`src/rtl/risc_wb_arbiter.sv`:
```
`default_nettype none
// ============================================================================
// Module   : risc_wb_arbiter
// Purpose  : Shares the register-file write port between ALU and load paths
//            and keeps a per-register busy scoreboard for RAW stalls.
// Revision : 1.0
// ============================================================================
module risc_wb_arbiter #(
  parameter int STARVE_MAX = 2
) (
  input  logic       clk,
  input  logic       rst,
  input  logic       alu_vld,
  output logic       alu_rdy,
  input  logic [2:0] alu_dst,
  input  logic [7:0] alu_rslt,
  input  logic       ld_vld,
  output logic       ld_rdy,
  input  logic [2:0] ld_dst,
  input  logic [7:0] ld_data,
  input  logic       iss_vld,
  input  logic [2:0] iss_dst,
  input  logic [2:0] chk_a_addr,
  input  logic [2:0] chk_b_addr,
  output logic       stall,
  output logic       reg_wr_vld,
  output logic       load_op,
  output logic [2:0] dst,
  output logic [7:0] rslt,
  output logic [7:0] dmdataout,
  output logic [7:0] busy_vec,
  output logic       err
);

  localparam logic [2:0] c_STARVE_MAX = 3'(STARVE_MAX);

  logic [2:0] r_starve_cnt;
  logic       r_wr_vld;
  logic       r_load_op;
  logic [2:0] r_dst;
  logic [7:0] r_rslt;
  logic [7:0] r_dmdata;
  logic [7:0] r_busy;
  logic       r_err;

  logic       w_alu_gnt;
  logic       w_ld_gnt;
  logic [7:0] w_set_vec;
  logic [7:0] w_clr_vec;
  logic       w_waw;

  // Load wins unless the ALU has waited through STARVE_MAX load grants.
  assign w_alu_gnt = alu_vld & (~ld_vld | (r_starve_cnt == c_STARVE_MAX));
  assign w_ld_gnt  = ld_vld & ~w_alu_gnt;

  assign w_set_vec = iss_vld  ? (8'b1 << iss_dst) : 8'b0;
  assign w_clr_vec = r_wr_vld ? (8'b1 << r_dst)   : 8'b0;
  // A write retiring on the same edge makes the re-issue legal.
  assign w_waw     = iss_vld & r_busy[iss_dst] & ~w_clr_vec[iss_dst];

  always_ff @(posedge clk or posedge rst) begin
    if (rst) begin
      r_starve_cnt <= 3'd0;
    end else if (!alu_vld || w_alu_gnt) begin
      r_starve_cnt <= 3'd0;
    end else if (w_ld_gnt) begin
      r_starve_cnt <= r_starve_cnt + 3'd1;
    end
  end

  always_ff @(posedge clk or posedge rst) begin
    if (rst) begin
      r_wr_vld  <= 1'b0;
      r_load_op <= 1'b0;
      r_dst     <= 3'd0;
      r_rslt    <= 8'h00;
      r_dmdata  <= 8'h00;
    end else begin
      r_wr_vld <= w_alu_gnt | w_ld_gnt;
      if (w_alu_gnt) begin
        r_load_op <= 1'b0;
        r_dst     <= alu_dst;
        r_rslt    <= alu_rslt;
      end else if (w_ld_gnt) begin
        r_load_op <= 1'b1;
        r_dst     <= ld_dst;
        r_dmdata  <= ld_data;
      end
    end
  end

  always_ff @(posedge clk or posedge rst) begin
    if (rst) begin
      r_busy <= 8'h00;
      r_err  <= 1'b0;
    end else begin
      r_busy <= (r_busy & ~w_clr_vec) | w_set_vec;
      if (w_waw) begin
        r_err <= 1'b1;
      end
    end
  end

  assign alu_rdy    = w_alu_gnt;
  assign ld_rdy     = w_ld_gnt;
  assign stall      = r_busy[chk_a_addr] | r_busy[chk_b_addr];
  assign reg_wr_vld = r_wr_vld;
  assign load_op    = r_load_op;
  assign dst        = r_dst;
  assign rslt       = r_rslt;
  assign dmdataout  = r_dmdata;
  assign busy_vec   = r_busy;
  assign err        = r_err;

endmodule
`default_nettype wire

```
`config.mk`:
```
export PLATFORM = sky130hd
export DESIGN_NAME = risc_wb_arbiter
export DESIGN_NICKNAME = d
export VERILOG_FILES = /design/src/rtl/risc_wb_arbiter.sv
export SDC_FILE = /design/constraint.sdc
export NUM_CORES = 1
export LEC_CHECK = 0
export ABC_AREA = 1
export BUFFER_PORTS_ARGS = -buffer_cell sky130_fd_sc_hd__clkbuf_2
export CAP_MARGIN = 20
export CORE_ASPECT_RATIO = 1.1
export CORE_UTILIZATION = 50
export CTS_BUF_LIST = sky130_fd_sc_hd__clkbuf_4
export CTS_CLUSTER_SIZE = 16
export DETAILED_ROUTE_END_ITERATION = 8
export GPL_TIMING_DRIVEN = 0
export PLACE_DENSITY = 0.84
export SYNTH_ARGS = -nofsm -noshare
export SYNTH_HDL_FRONTEND = slang
export SYNTH_SLANG_ARGS = --single-unit
```
`constraint.sdc`:
```
create_clock -name clk -period 1.6 [get_ports clk]
set_input_delay 0.24 -clock clk [delete_from_list [all_inputs] [get_ports clk]]
set_output_delay 0.24 -clock clk [all_outputs]
set_load 0.03 [all_outputs]
```
## After elaboration in Yosys (flattened, before gate mapping)

Index checks and enable logic that the tools add are counted.

- Bits in registers: 33
- Input port bits: 36
- Logic and storage cells: 49

- Reductions and logical operators: 5
- Bitwise gates (word level): 13
- Muxes and demuxes: 16
- Add/sub/neg operators: 1
- Order comparisons: 3
- Equal/unequal tests: 1
- Shift-type cells: 2

Operators by type and width:

| cell | number |
|---|---|
| 8-bit two-way mux | 2 |
| 1-bit by 3-bit << shifter with 8-bit output (first input constant) | 2 |
| 1-bit binary-select mux with 3-bit select | 4 |
| 3-bit by 4-bit < comparator with 1-bit output (second input constant) | 3 |
| 3-bit two-way mux | 4 |
| 8-bit bitwise AND | 1 |
| 8-bit inverter | 1 |
| 8-bit bitwise OR | 1 |
| 1-bit two-way mux | 6 |
| 1-bit bitwise AND | 4 |
| 2-bit nonzero test | 2 |
| 3-bit by 1-bit adder with 3-bit output (second input constant) | 1 |
| 3-bit by 2-bit == test with 1-bit output (second input constant) | 1 |
| 1-bit inverter | 3 |
| 1-bit bitwise OR | 3 |
| 2-bit AND reduction | 1 |
| 1-bit zero test | 1 |
| 1-bit logical OR | 1 |

## Logic depth before layout (Yosys ltp)

Gate-level depths: netlist of run 1.

- Word-level depth: 7
- Gate-level depth with buffers: 10

## Worst setup path before layout of run 1

Ideal clock, no wire load.

- Kind: register to output
- Start: register r_busy[1], in the netlist busy_vec[1]
- End: output port stall
- Path slack: 0.189 ns
- Required time: 1.360 ns
- Path buffers: 0
- Arrival time: 1.171 ns
- Cell stages (with the launch flop): 7
- Path through: dfrtp_1 > inv_1 > a21oi_1 > o21ai_0 > o21ai_0 > o21ai_0 > nand2_1

- Cells in the longest elaborated chain, start to end: 3

Ends and longest elaborated chain:

| element | RTL line | RTL |
|---|---|---|
| start: declaration | 43 | `logic [7:0] r_busy;` |
| start signal: assignment | 97 | `r_busy <= (r_busy & ~w_clr_vec) \| w_set_vec;` |
| 1-bit binary-select mux with 3-bit select | 106 | `assign stall = r_busy[chk_a_addr] \| r_busy[chk_b_addr];` |
| 1-bit two-way mux (not written as such) | 106 |  |
| 1-bit bitwise OR (*) | 106 |  |
| end: declaration | 25 | `output logic stall,` |

Every way passes the cells marked *; elsewhere a longest branch is shown, timed or not. The select of a mux whose other input is x is not followed.

## Final worst setup path of run 1

- Start: register r_starve_cnt[1]
- End: output port ld_rdy

- Cells in the longest elaborated chain, start to end: 5

Ends and longest elaborated chain:

| element | RTL line | RTL |
|---|---|---|
| start: declaration | 37 | `logic [2:0] r_starve_cnt;` |
| start signal: assignment | 67 | `r_starve_cnt <= r_starve_cnt + 3'd1;` |
| 3-bit by 2-bit == test with 1-bit output | 53 | `assign w_alu_gnt = alu_vld & (~ld_vld \| (r_starve_cnt == c_STARVE_MAX));` |
| 1-bit bitwise OR | 53 |  |
| 1-bit bitwise AND | 53 |  |
| 1-bit inverter (no line) | -- |  |
| 1-bit bitwise AND | 54 | `assign w_ld_gnt = ld_vld & ~w_alu_gnt;` |
| end: declaration | 18 | `output logic ld_rdy,` |

No other way between the ends.

==> results.ini, run 1 <==
[die]
fp.coreArea_sq_um = 3330
die_h_um = 63.7
initial_core_util_pct = 51.9
rows = 22
io-pin-count = 69
overall_die_area_sq_um = 3700
dieWidth_um = 58.1

[hold_path]
hold_path.class = input port to register
worstHoldPathCells = 3

[critical_path]
critical_path_buf_inv_count = 2
path_max_fanout = 3
crit_path_top_delay_cell = dfrtp_1
worst_ep_required_time_ps = 1360
end_kind = output port
timing.critical_path.cells = ha_4 -> nand2_4 -> nand2_4 -> nand2_8 -> nand2_8 -> inv_8 -> buf_8
startpoint_class_of_the_critical_path = register
r2r_slack_ps = 70
cpLargestDelayFamily = flip-flops
critical-path-max-stage-delay_ps = 450
worst_r2r_path_cells = 10
worstPathArrival_ps = 1460
worstSetupPathDepth = 7
worst-setup-path-type = register to output port

[sta]
max_freq_mhz = 589
post-route-period-util_pct = 106
timing.final.max_slew_violations = 0
slew-limit-headroom_pct = 61.0
report.final.setup_viol = 3
timing.clock.skew_ps = 6.45
hold_slack_ps = 78.7
final_period_minus_worst_setup_slack_ps = 1700
fin_setup_tns_ps = -207
worst_slew_pin_slew_ps = 584
report.final.hold_viol_count = 0
rsz0062_at_grt = yes
setup_ws_ps = -96.7

[global_route]
globalRouteMet2Util_pct = 43.5
use_met1_pct = 29.1
grt_pass1_vias = 1744
grt-busiest-layer = met2
grt_max_degree = 22
globalRouteMet3Util_pct = 9.45
global_route.usage.total_pct = 26.4
number_of_antenna_violations_at_the_first_check_in_global_routing = 0
grt_first_pass_wirelength_um = 7340
global_route.overflow_total = 0

[yosys]
async_set_or_reset_register_ratio_after_synthesis_pct = 100
mapped_nets = 261
synthDominantCellAreaShare_pct = 47.8
synth_warnings = 0
yosys.cell_types.count = 27
yosys_register_bits = 33
synth.largest_area_cell = dfrtp_1
syn-cell-area_sq_um = 1730
share_of_synthesized_area_occupied_by_flip_flops_and_latches_pct = 47.8
synth-main-ff-cell = dfrtp_1
post_synth_most_frequent_cells = nand2_1 (78), dfrtp_1 (33), nor2_1 (25)
biggest_area_contributors_in_the_synthesized_netlist = dfrtp_1 (48%), nand2_1 (17%), nor2_1 (5.4%)
synth.most_common_cell = nand2_1
postSynthAreaPerCell_sq_um = 7.75
number_of_enable_flip_flop_cells_after_synthesis = 0
post_syn_instances = 223

[clock_tree]
tritoncts.num_buffers = 5
clock_sink_count = 33
tritoncts = done
cts.htree.levels = 2
clkLatencyLatePin_ps = 340
cts_root_buffer = clkbuf_4
clkTransAtPathRegs_ps = 110
maximum_clock_insertion_buffer_count = 2

[outcome]
violations = DRC, setup timing
status = finished with violations

[routing]
via_count = 1787
number_of_antenna_violating_nets_in_the_routed_design = 0
wl_um = 4510
detail_route.drc_violations = 4
detailedRoute.firstIterationViolations = 93
detail_route.wl_per_cell_um = 12.4
drt_pass1_iterations = 6
detail_route.vias_per_cell = 4.90

[finish]
layout.core_utilization_pct = 74.8
final_net_count = 354
layout-area-overhead-vs-synth_pct = 44.1
antenna_diode_instance_count = 0
drive_above_1_share_pct = 39.1

[run]
max_cap_violations = 0

[placement]
gp_routability_congestion = 0.882
dpl_worst_slack_ps = 41.0
dp_hpwl_um = 3000
place.port_buffers = 66

[power]
peakVddDrop_uv = 796
leakagePower_nw = 1.36
pwr_density_cell_nw_per_um2 = 1070

cell usage in the layout, fill, tap and decap left out, types with 2 or more instances in the layout:
cell      synthesis  routed
o22ai_1           7       7
o21bai_1          2       2
nand3_1          13      12
clkbuf_4          0       5
dfrtp_1          33      30
buf_6             3       2
dfrtp_2           0       3
buf_4             1      20
nand2_1          78      76
inv_1            18      15
clkbuf_2          0      63
nor2_2            1       3
nand2_8           0       2
buf_8             0       3
nor2_1           25      22
o21ai_1           1       6
inv_2             5       6
nand2_4           2       2
o21ai_0          18      13
nor2_4            2       3
inv_4             2       2
per-layer routing:
layer,part of all wire [%],wire length [um]
met4,2.0,92
met5,0,0
met1,38,1720
met2,52,2350
met3,7.7,349
kinds of logic (layout without fill, tap and decap cells):
kind of cell / after synthesis / after routing / synth area share [%]
multiplexers: 1 / 1 / 0.579
AND/OR/NAND/NOR: 125 / 125 / 31.3
adder cells (fa/ha/maj): 2 / 2 / 1.45
XOR/XNOR: 1 / 1 / 0.507
buffers and inverters: 30 / 124 / 8.39
AO/OA/AOI/OAI: 31 / 31 / 10.1
flip-flops: 33 / 33 / 47.8
worst min-delay path, stage by stage:
cell      delay (ps)
clkbuf_2          70
nand2_1           40
nand2_1           40
path summary, 6_finish.rpt:
path | startpoint | to
max | r_starve_cnt[1] | ld_rdy
min | ld_data[2] | dmdataout[2]
max reg2reg | r_starve_cnt[0] | r_starve_cnt[0]
min reg2reg | err | err
max in group asynchronous | rst | busy_vec[6]
min in group asynchronous | rst | r_starve_cnt[0]
state kept, by name, indices dropped and copies added, names as in the netlist:
name and flops:
busy_vec 8, dst 3, reg_wr_vld 1, err 1
dmdataout 8, rslt 8, load_op 1, r_starve_cnt 3
report_power, final:
part | internal [mW] | switching [mW] | leakage, nW
logic | 0.346 | 0.611 | 0.930
clock network | 0.323 | 0.300 | 0.0389
registers | 0.964 | 0.133 | 0.395
total | 1.63 | 1.04 | 1.36
cell type report:
type                            instances  area, sq um
Tap cell                               48         60.1
Timing Repair Buffer                   87          541
Fill cell                             242          840
Multi-Input combinational cell        160          828
Clock inverter                          3         41.3
Buffer                                  4         35.0
Sequential cell                        33          830
Clock buffer                            5         37.5
Inverter                               25          119
timing repair:
| item | CTS | global route |
|---|---|---|
| pin swaps | 7 | 7 |
| buffers inserted | 16 | 5 |
| endpoints found under the hold margin | 12 | 0 |
| setup endpoints to repair | 3 | 7 |
| gates resized for setup | 23 | 18 |
| hold buffers | 1 | 0 |
metrics by stage:
stage	instances	total power [mW]	cell area, sq um
final	365	2.68	2490
after global routing	365	2.83	2490
after global placement	337	1.90	2120
after CTS	362	2.65	2410
after detailed placement	338	1.93	2150
after floorplan	223	1.64	1730
(Power assumes the default switching activity.)
==> inputs of run 2 (changes only) <==
- CORE_ASPECT_RATIO: 1.1 -> 1.25
- SETUP_SLACK_MARGIN: not set -> 0.15
==> run 2 against run 1 <==
Net effect:
- the flow finishes with violations (setup timing)
- clock skew increased by 3.2 ps
- flip-flop and latch count unchanged
- final area increased by 3.4%
- critical endpoint is now alu_rdy
- largest cell class is now multi-input combinational cells
- largest power group unchanged
==> results.ini, run 2 (same netlist as run 1, synthesis figures left out) <==
[die]
rows = 23  ; +4.5%
fp.coreArea_sq_um = 3250  ; -2.4%
io-pin-count = 69  ; unchanged
die_h_um = 67.8  ; +6.4%
initial_core_util_pct = 53.2  ; +1.3 points
dieWidth_um = 54.6  ; -6.0%
overall_die_area_sq_um = 3700  ; about the same

[clock_tree]
maximum_clock_insertion_buffer_count = 2  ; unchanged
tritoncts = done
tritoncts.num_buffers = 5  ; unchanged
clkTransAtPathRegs_ps = 110  ; about the same
clock_sink_count = 33  ; unchanged
cts.htree.levels = 2  ; unchanged
cts_root_buffer = clkbuf_4
clkLatencyLatePin_ps = 340  ; about the same

[routing]
detail_route.vias_per_cell = 5.16  ; +5.4%
detail_route.wl_per_cell_um = 13.8  ; +12%
via_count = 1857  ; +3.9%
number_of_antenna_violating_nets_in_the_routed_design = 0  ; unchanged
drt_pass1_iterations = 4  ; -2
detail_route.drc_violations = 0  ; -4
detailedRoute.firstIterationViolations = 50  ; -46%
wl_um = 4970  ; +10%

[sta]
report.final.hold_viol_count = 0  ; unchanged
final_period_minus_worst_setup_slack_ps = 1710  ; +16.3 ps
timing.final.max_slew_violations = 0  ; unchanged
timing.clock.skew_ps = 9.67  ; +3.22 ps
hold_slack_ps = 80.4  ; +1.70 ps
post-route-period-util_pct = 107  ; +1.0 points
worst_slew_pin_slew_ps = 616  ; +31.9 ps
rsz0062_at_grt = yes
slew-limit-headroom_pct = 58.9  ; -2.1 points
report.final.setup_viol = 6  ; +3
setup_ws_ps = -113  ; -16.3 ps
max_freq_mhz = 584  ; -0.95%

[finish]
fin_area_sq_um = 2570  ; +3.4%
layout-area-overhead-vs-synth_pct = 48.9
count_of_fill_cells_added_during_filler_insertion = 220  ; -9.1%
drive_above_1_share_pct = 43.3  ; +4.2 points
multiInputGateArea_sq_um = 858  ; +3.6%
final_net_count = 360  ; +1.7%
area.sequential_sq_um = 828  ; -0.15%
mostFrequentLayoutCells = nand2_1 (70), clkbuf_2 (63), dfrtp_1 (31), nor2_1 (22)
antenna_diode_instance_count = 0  ; unchanged
mostFrequentLayoutCell = nand2_1
layout.core_utilization_pct = 79.2  ; +4.4 points

[placement]
place.port_buffers = 66  ; unchanged
dp_hpwl_um = 3040  ; +1.1%
gp_routability_congestion = 0.957  ; +8.5%
place_area_sq_um = 2130  ; -0.64%

[global_route]
grt_max_degree = 21  ; -4.5%
grt_pass1_vias = 1722  ; -1.3%
global_route.usage.total_pct = 27.8  ; +1.4 points
number_of_antenna_violations_at_the_first_check_in_global_routing = 0  ; unchanged
global_route.overflow_total = 0  ; unchanged
grt_first_pass_wirelength_um = 7180  ; -2.2%

[critical_path]
path_max_fanout = 3  ; unchanged
worst_r2r_path_cells = 12  ; +2
worst_ep_required_time_ps = 1360  ; about the same
rr_startpoint = r_starve_cnt[0]
worst-setup-path-type = register to output port
r2r_slack_ps = -50  ; -120 ps
beginning_of_the_critical_path = r_starve_cnt[1]
end_kind = output port
worstPathArrival_ps = 1470  ; about the same
startpoint_class_of_the_critical_path = register

[power]
pwr_density_cell_nw_per_um2 = 1020  ; -5.0%
peakVddDrop_uv = 804  ; +0.93%
leakagePower_nw = 1.42  ; +4.0%

[hold_path]
hold_path.class = input port to register
min-delay-start = ld_data[5]
worstHoldPathCells = 3  ; unchanged

[outcome]
violations = setup timing
status = finished with violations

[run]
max_cap_violations = 0  ; unchanged

-- run 2: changes by cell type in the layout (fill, tap and decap cells not counted), sizes merged --
cell / before / now
clkinvlp: 1 / 0
clkbuf: 68 / 71
buf: 27 / 31
bufinv: 1 / 0
inv: 24 / 25
-- run 2: through the flow --
step / setup slack (ps) / TNS (ps) / power (mW) / instances
2_1_floorplan: 189 / 0 / 1.64 / 223
3_5_place_dp: 28.2 / 0 / 1.93 / 327
4_1_cts: -139 / -559 / 2.54 / 357
6_report: -113 / -350 / 2.63 / 360
5_1_grt: -165 / -687 / 2.76 / 360
3_3_place_gp: 43.0 / 0 / 1.90 / 326
-- run 2: metal layers --
metal | up-vias | track usage [%] | part of all wire [%]
met3 | 9 | 6.98 | 7.1
met4 | 0 | 16.0 | 1.9
li1 | 900 | - | -
met1 | 857 | 32.0 | 40
met2 | 91 | 45.5 | 51
met5 | - | 0 | 0
-- run 2: worst paths after layout --
path	to
worst max-delay path	alu_rdy
worst min-delay path	dmdataout[5]
worst max register to register	r_starve_cnt[2]
worst min register to register	err
max in group asynchronous	dst[1]
min in group asynchronous	r_starve_cnt[1]
-- run 2: what timing repair did --
| action | CTS | global route |
|---|---|---|
| gates resized for setup | 23 | 36 |
| endpoints found under the setup margin | 3 | 19 |
| pin swaps | 7 | 7 |
| setup buffers | 21 | 2 |
| hold buffers | 1 | 0 |
| endpoints found under the hold margin | 13 | 0 |
| gates cloned | 0 | 1 |
-- run 2: cell type report --
cell class,instances,share of cell area (%)
clock inverters,2,0.389
multi-input cells,160,33.3
repair buffers,92,24.2
well taps,37,1.80
clock buffers,6,1.75
plain buffers,5,2.09
inverters,25,4.23
flip-flops and latches,33,32.2
-- run 2: worst max-delay path, stage by stage, from the launching register on --
cell and delay (ps):
dfrtp_1 440, ha_4 180, nand2_4 70, nand2_4 60, nand2_8 90, inv_4 40
buf_6 110, buf_8 120
-- run 2: report_power, final --
part | internal [mW] | switching, mW
sequential | 0.962 | 0.128
clock | 0.184 | 0.293
combinational | 0.414 | 0.650
total | 1.56 | 1.07
